## src/rtl/efuse_readback.sv

```systemverilog
// eFuse serial readback: captures Q on SCLK rising edges into a parallel word.
// Optional readback compare against prog enabled by EFUSE_READBACK_COMPARE_EN.
module efuse_readback #(
    parameter int NBITS = 32,
    parameter int CNTW  = 6
) (
    input  logic             clk,
    input  logic             rst,
    input  logic [1:0]       mode,
    input  logic             CSB,
    input  logic             PGM,
    input  logic             SCLK,
    input  logic             Q,
    input  logic [NBITS-1:0] prog,
    output logic [NBITS-1:0] data_out,
    output logic             data_valid,
    output logic             busy,
    output logic             frame_err,
    output logic             ovf_err,
    output logic             mismatch
);

    typedef enum logic [1:0] {
        S_IDLE  = 2'd0,
        S_SHIFT = 2'd1,
        S_DONE  = 2'd2
    } state_t;

    localparam logic [CNTW-1:0] NB = CNTW'(NBITS);

    state_t           state_q;
    logic             csb_q;
    logic             sclk_q;
    logic [NBITS-1:0] shreg_q;
    logic [CNTW-1:0]  cnt_q;
    logic             ovf_seen_q;
    logic [NBITS-1:0] data_out_q;
    logic             data_valid_q;
    logic             busy_q;
    logic             frame_err_q;
    logic             ovf_err_q;

    logic csb_fall;
    logic csb_rise;
    logic sclk_rise;
    logic rd_ok;
    logic cnt_full;

    assign csb_fall  = csb_q & ~CSB;
    assign csb_rise  = ~csb_q & CSB;
    assign sclk_rise = ~sclk_q & SCLK;
    assign rd_ok     = (mode == 2'b10) && !PGM;
    assign cnt_full  = (cnt_q == NB);

`ifdef EFUSE_READBACK_COMPARE_EN
    logic mismatch_q;
    assign mismatch = mismatch_q;
`else
    logic unused_prog;
    assign unused_prog = ^prog;
    assign mismatch    = 1'b0;
`endif

    // Capture FSM: edge detection, shifting, framing checks and result registers.
    always_ff @(posedge clk) begin
        if (rst) begin
            state_q      <= S_IDLE;
            csb_q        <= 1'b1;
            sclk_q       <= 1'b0;
            shreg_q      <= '0;
            cnt_q        <= '0;
            ovf_seen_q   <= 1'b0;
            data_out_q   <= '0;
            data_valid_q <= 1'b0;
            busy_q       <= 1'b0;
            frame_err_q  <= 1'b0;
            ovf_err_q    <= 1'b0;
`ifdef EFUSE_READBACK_COMPARE_EN
            mismatch_q   <= 1'b0;
`endif
        end else begin
            csb_q        <= CSB;
            sclk_q       <= SCLK;
            data_valid_q <= 1'b0;
            unique case (state_q)
                S_IDLE: begin
                    if (csb_fall && rd_ok) begin
                        state_q    <= S_SHIFT;
                        shreg_q    <= '0;
                        cnt_q      <= '0;
                        ovf_seen_q <= 1'b0;
                        busy_q     <= 1'b1;
                    end
                end
                S_SHIFT: begin
                    if (!rd_ok) begin
                        // abort: controller left read mode mid-frame
                        state_q     <= S_IDLE;
                        busy_q      <= 1'b0;
                        frame_err_q <= 1'b1;
`ifdef EFUSE_READBACK_COMPARE_EN
                        mismatch_q  <= 1'b1;
`endif
                    end else if (csb_rise) begin
                        busy_q <= 1'b0;
                        if (cnt_full) begin
                            state_q     <= S_DONE;
                            frame_err_q <= 1'b0;
                            ovf_err_q   <= ovf_seen_q;
                        end else begin
                            state_q     <= S_IDLE;
                            frame_err_q <= 1'b1;
`ifdef EFUSE_READBACK_COMPARE_EN
                            mismatch_q  <= 1'b1;
`endif
                        end
                    end else if (sclk_rise) begin
                        if (!cnt_full) begin
                            shreg_q <= shreg_q | (NBITS'(Q) << cnt_q);
                            cnt_q   <= cnt_q + CNTW'(1);
                        end else begin
                            ovf_err_q  <= 1'b1;
                            ovf_seen_q <= 1'b1;
                        end
                    end
                end
                S_DONE: begin
                    state_q      <= S_IDLE;
                    data_out_q   <= shreg_q;
                    data_valid_q <= 1'b1;
`ifdef EFUSE_READBACK_COMPARE_EN
                    mismatch_q   <= (shreg_q != prog);
`endif
                end
                default: begin
                    state_q <= S_IDLE;
                    busy_q  <= 1'b0;
                end
            endcase
        end
    end

    assign data_out   = data_out_q;
    assign data_valid = data_valid_q;
    assign busy       = busy_q;
    assign frame_err  = frame_err_q;
    assign ovf_err    = ovf_err_q;

endmodule

```

## config.mk

```make
export PLATFORM = sky130hd
export DESIGN_NAME = efuse_readback
export DESIGN_NICKNAME = d
export VERILOG_FILES = /design/src/rtl/efuse_readback.sv
export SDC_FILE = /design/constraint.sdc
export NUM_CORES = 1
export LEC_CHECK = 0
export BUFFER_PORTS_ARGS = -buffer_cell sky130_fd_sc_hd__buf_2
export CORE_MARGIN = 2
export CORE_UTILIZATION = 55
export CTS_CLUSTER_DIAMETER = 150
export DETAILED_ROUTE_END_ITERATION = 8
export PLACE_DENSITY_LB_ADDON = 0.12
export RECOVER_POWER = 100
export SYNTH_ARGS = -nofsm -noshare
export SYNTH_HDL_FRONTEND = slang
export SYNTH_SLANG_ARGS = --single-unit
```

## constraint.sdc

```tcl
create_clock -name clk -period 3.4 [get_ports clk]
set_clock_uncertainty 0.15 [all_clocks]
set_input_delay 0.17 -clock clk [delete_from_list [all_inputs] [get_ports clk]]
set_output_delay 0.17 -clock clk [all_outputs]
set_load 0.01 [all_outputs]
```

==> flow_summary.json <==
{
  "outcome": "finished, violations left",
  "violations": "capacitance limit, slew limit",
  "synth_nets": 368,
  "num_vias": 2429,
  "pwr-share-comb_pct": 2.7,
  "synth-edff-count": 0,
  "drtPass1Iterations": 4,
  "ir_drop_uv": 386,
  "synth.distinct_cells": 40,
  "dieArea_sq_um": 5930,
  "drive_gt1_share_pct": 7.59,
  "ant_nets": 0,
  "crit_path_start_kind": "input port",
  "worst-setup-path-type": "in -> reg",
  "cts_hold_buf": 2,
  "hold_class": "in -> reg",
  "wl_per_cell_um": 13.8,
  "cts_tree": "yes",
  "final_cell_mix": "dfxtp_1 (79), nand2_1 (69), a21oi_1 (41)",
  "grt_max_degree": 49,
  "worstSetupStartpoint": "rst",
  "syn_area_per_cell_sq_um": 8.99,
  "rr_worst_depth": 4,
  "intPower_mw": 1.21,
  "setup_violations": 0,
  "rows": 26,
  "cp.arrival_ns": 2.60,
  "globalRouteMet1Util_pct": 27.0,
  "dp_hpwl_mm": 4.08,
  "ys_seq_area_share_pct": 54.0,
  "post_cts_buffers": 0,
  "die_y_um": 77.0,
  "required_ns": 3.53,
  "maxSlewViolCount": 49,
  "rsz0062_at_grt": "false",
  "netSwitchingFraction_pct": 22.2,
  "drc": 0,
  "final_common_cell": "dfxtp_1",
  "ys_ff_latch": 79,
  "fp.coreArea_sq_um": 5140,
  "clkPwrFrac_pct": 37.8,
  "vias_per_cell": 5.53,
  "setup_ws_ns": 0.933,
  "use_met2_pct": 35.5,
  "gr-total-overflow": 0,
  "maxSlewHeadroom_pct": -38.3,
  "syn_area_sq_um": 2930,
  "clkSlewWorstSetupHoldPaths_ns": 0.07,
  "numCtsBuffers": 9,
  "setup_tns_ns": 0,
  "syn_inst": 326,
  "area_growth_pct": 13.3,
  "reg2reg_to": "shreg_q[24]$_SDFFE_PP0P_",
  "drt-total-wl_mm": 6.04,
  "power_leakage_nw": 1.13,
  "grtUsageMet3_pct": 3.65,
  "diodes": 0,
  "worstMarginPinSlew_ns": 2.07,
  "place_congestion": 0.866,
  "cts_root_buf": "clkbuf_8",
  "dieWidth_um": 77.0,
  "cts_resized": 0,
  "antenna_found_initial": 0,
  "grt_first_pass_wirelength_mm": 10.2,
  "grt_usage_pct": 21.1,
  "r2r-start": "state_q[0]$_SDFFE_PP0P_",
  "cp-endpoint": "shreg_q[24]$_SDFFE_PP0P_",
  "async_flop_share_pct": 0,
  "busiest_layer": "met2",
  "pwr-share-seq_pct": 59.5,
  "layout.nets": 408,
  "clock_latency_ns": 0.34,
  "synth-main-ff-cell": "dfxtp_1",
  "power_density_nw_per_um2": 470,
  "grt_pass1_vias": 2227,
  "r2r_slack_ns": 1.08,
  "path_max_fanout": 48,
  "hold_viol_final": 0,
  "cts_sinks": 79,
  "cts-htree-levels": 3,
  "ios": 77,
  "finalCriticalPeriod_ns": 2.47,
  "fmax_mhz": 405,
  "crit_path_end_kind": "flip-flop",
  "switchingPower_uw": 346,
  "clk_path_buf_depth": 2,
  "fill_cells": 471,
  "portBuffers": 43,
  "post-place-ws_ns": 1.04,
  "drv_cap": 1,
  "drt_first_iter_violations": 138,
  "yosysWarningCount": 0,
  "min_period_over_period_pct": 72.6,
  "start_util_pct": 57.0
}
[stage by stage]
step | power [mW] | hold slack, ns | util, % | instances | cell area [sq um]
global route | 1.61 | 0.149 | 64.6 | 439 | 3320
floorplan | 0.977 | 0.127 | - | 326 | 2930
global placement | 0.989 | 0.254 | 62.1 | 423 | 3190
finish | 1.56 | 0.140 | 64.6 | 439 | 3320
detailed placement | 0.990 | 0.258 | 62.1 | 423 | 3190
CTS | 1.57 | 0.132 | 65.7 | 439 | 3370
[worst min path at each step]
stage	cells after the start	slack [ns]	endpoint	start
5_1_grt	4	0.15	shreg_q[12]$_SDFFE_PP0P_	Q
6_report	4	0.14	shreg_q[12]$_SDFFE_PP0P_	Q
2_1_floorplan	1	0.13	csb_q$_SDFF_PP1_	CSB
3_3_place_gp	2	0.25	csb_q$_SDFF_PP1_	CSB
3_5_place_dp	2	0.26	csb_q$_SDFF_PP1_	CSB
4_1_cts	4	0.13	shreg_q[15]$_SDFFE_PP0P_	Q
[synthesized netlist by cell type, drive strengths merged, types with 2 or more instances]
cell / count / area [sq um]
clkbuf: 19 / 71.3
nand3: 7 / 35.0
nand3b: 4 / 30.0
nor2: 11 / 41.3
nor3: 8 / 40.0
dfxtp: 79 / 1580
a22oi: 2 / 15.0
a32o: 4 / 40.0
o211ai: 2 / 15.0
buf: 2 / 12.5
a211oi: 5 / 37.5
a31oi: 3 / 18.8
nor2b: 7 / 43.8
a22o: 24 / 210
inv: 8 / 30.0
nand2b: 4 / 25.0
nand2: 69 / 259
or4: 3 / 26.3
ha: 2 / 25.0
a21oi: 42 / 210
o31ai: 2 / 15.0
nand4: 3 / 18.8
[state kept, by name (all words and copies together), names as in the netlist]
name,cells
busy,1
cnt_q,6
ovf_err,1
data_valid,1
csb_q,1
shreg_q,32
frame_err,1
data_out,32
ovf_seen_q,1
sclk_q,1
state_q,2
[worst max-delay path: stages]
cell,delay [ns]
clkbuf_1,0.75
or3_1,0.73
nor3_1,0.69
a32o_1,0.25
[cell type report]
class                      count  area (sq um)  area share [%]
inverter                       8          30.0           0.905
clock inverter                 4          23.8           0.716
multi-input combinational    218          1240            37.3
clock buffer                  10           138            4.15
timing repair buffer          50           221            6.67
tap                           70          87.6            2.64
sequential                    79          1580            47.6
[layer usage]
| layer | vias up | part of all wire [%] |
|---|---|---|
| li1 | 1233 | - |
| met1 | 1144 | 49 |
| met2 | 48 | 46 |
| met3 | 4 | 4.0 |
| met4 | 0 | 0.63 |
| met5 | - | 0 |
[power groups by stage]
| stage | Combinational [mW] | Clock [mW] | Sequential (mW) |
|---|---|---|---|
| 2_1_floorplan | 0.0274 | 0 | 0.949 |
| 3_3_place_gp | 0.0400 | 0 | 0.949 |
| 3_5_place_dp | 0.0408 | 0 | 0.949 |
| 4_1_cts | 0.0425 | 0.597 | 0.928 |
| 5_1_grt | 0.0461 | 0.636 | 0.928 |
| 6_report | 0.0421 | 0.590 | 0.928 |
[logic make-up (layout without fill, tap and decap cells)]
family,after synthesis,in the layout,share of synthesized area (%)
flops,79,79,54.0
compound gates,90,90,20.9
simple gates,125,125,20.2
fa+ha+maj,2,2,0.854
buf+inv,29,72,3.89
other cells,1,1,0.128
Note: power is estimated with default switching activity, not from simulation.
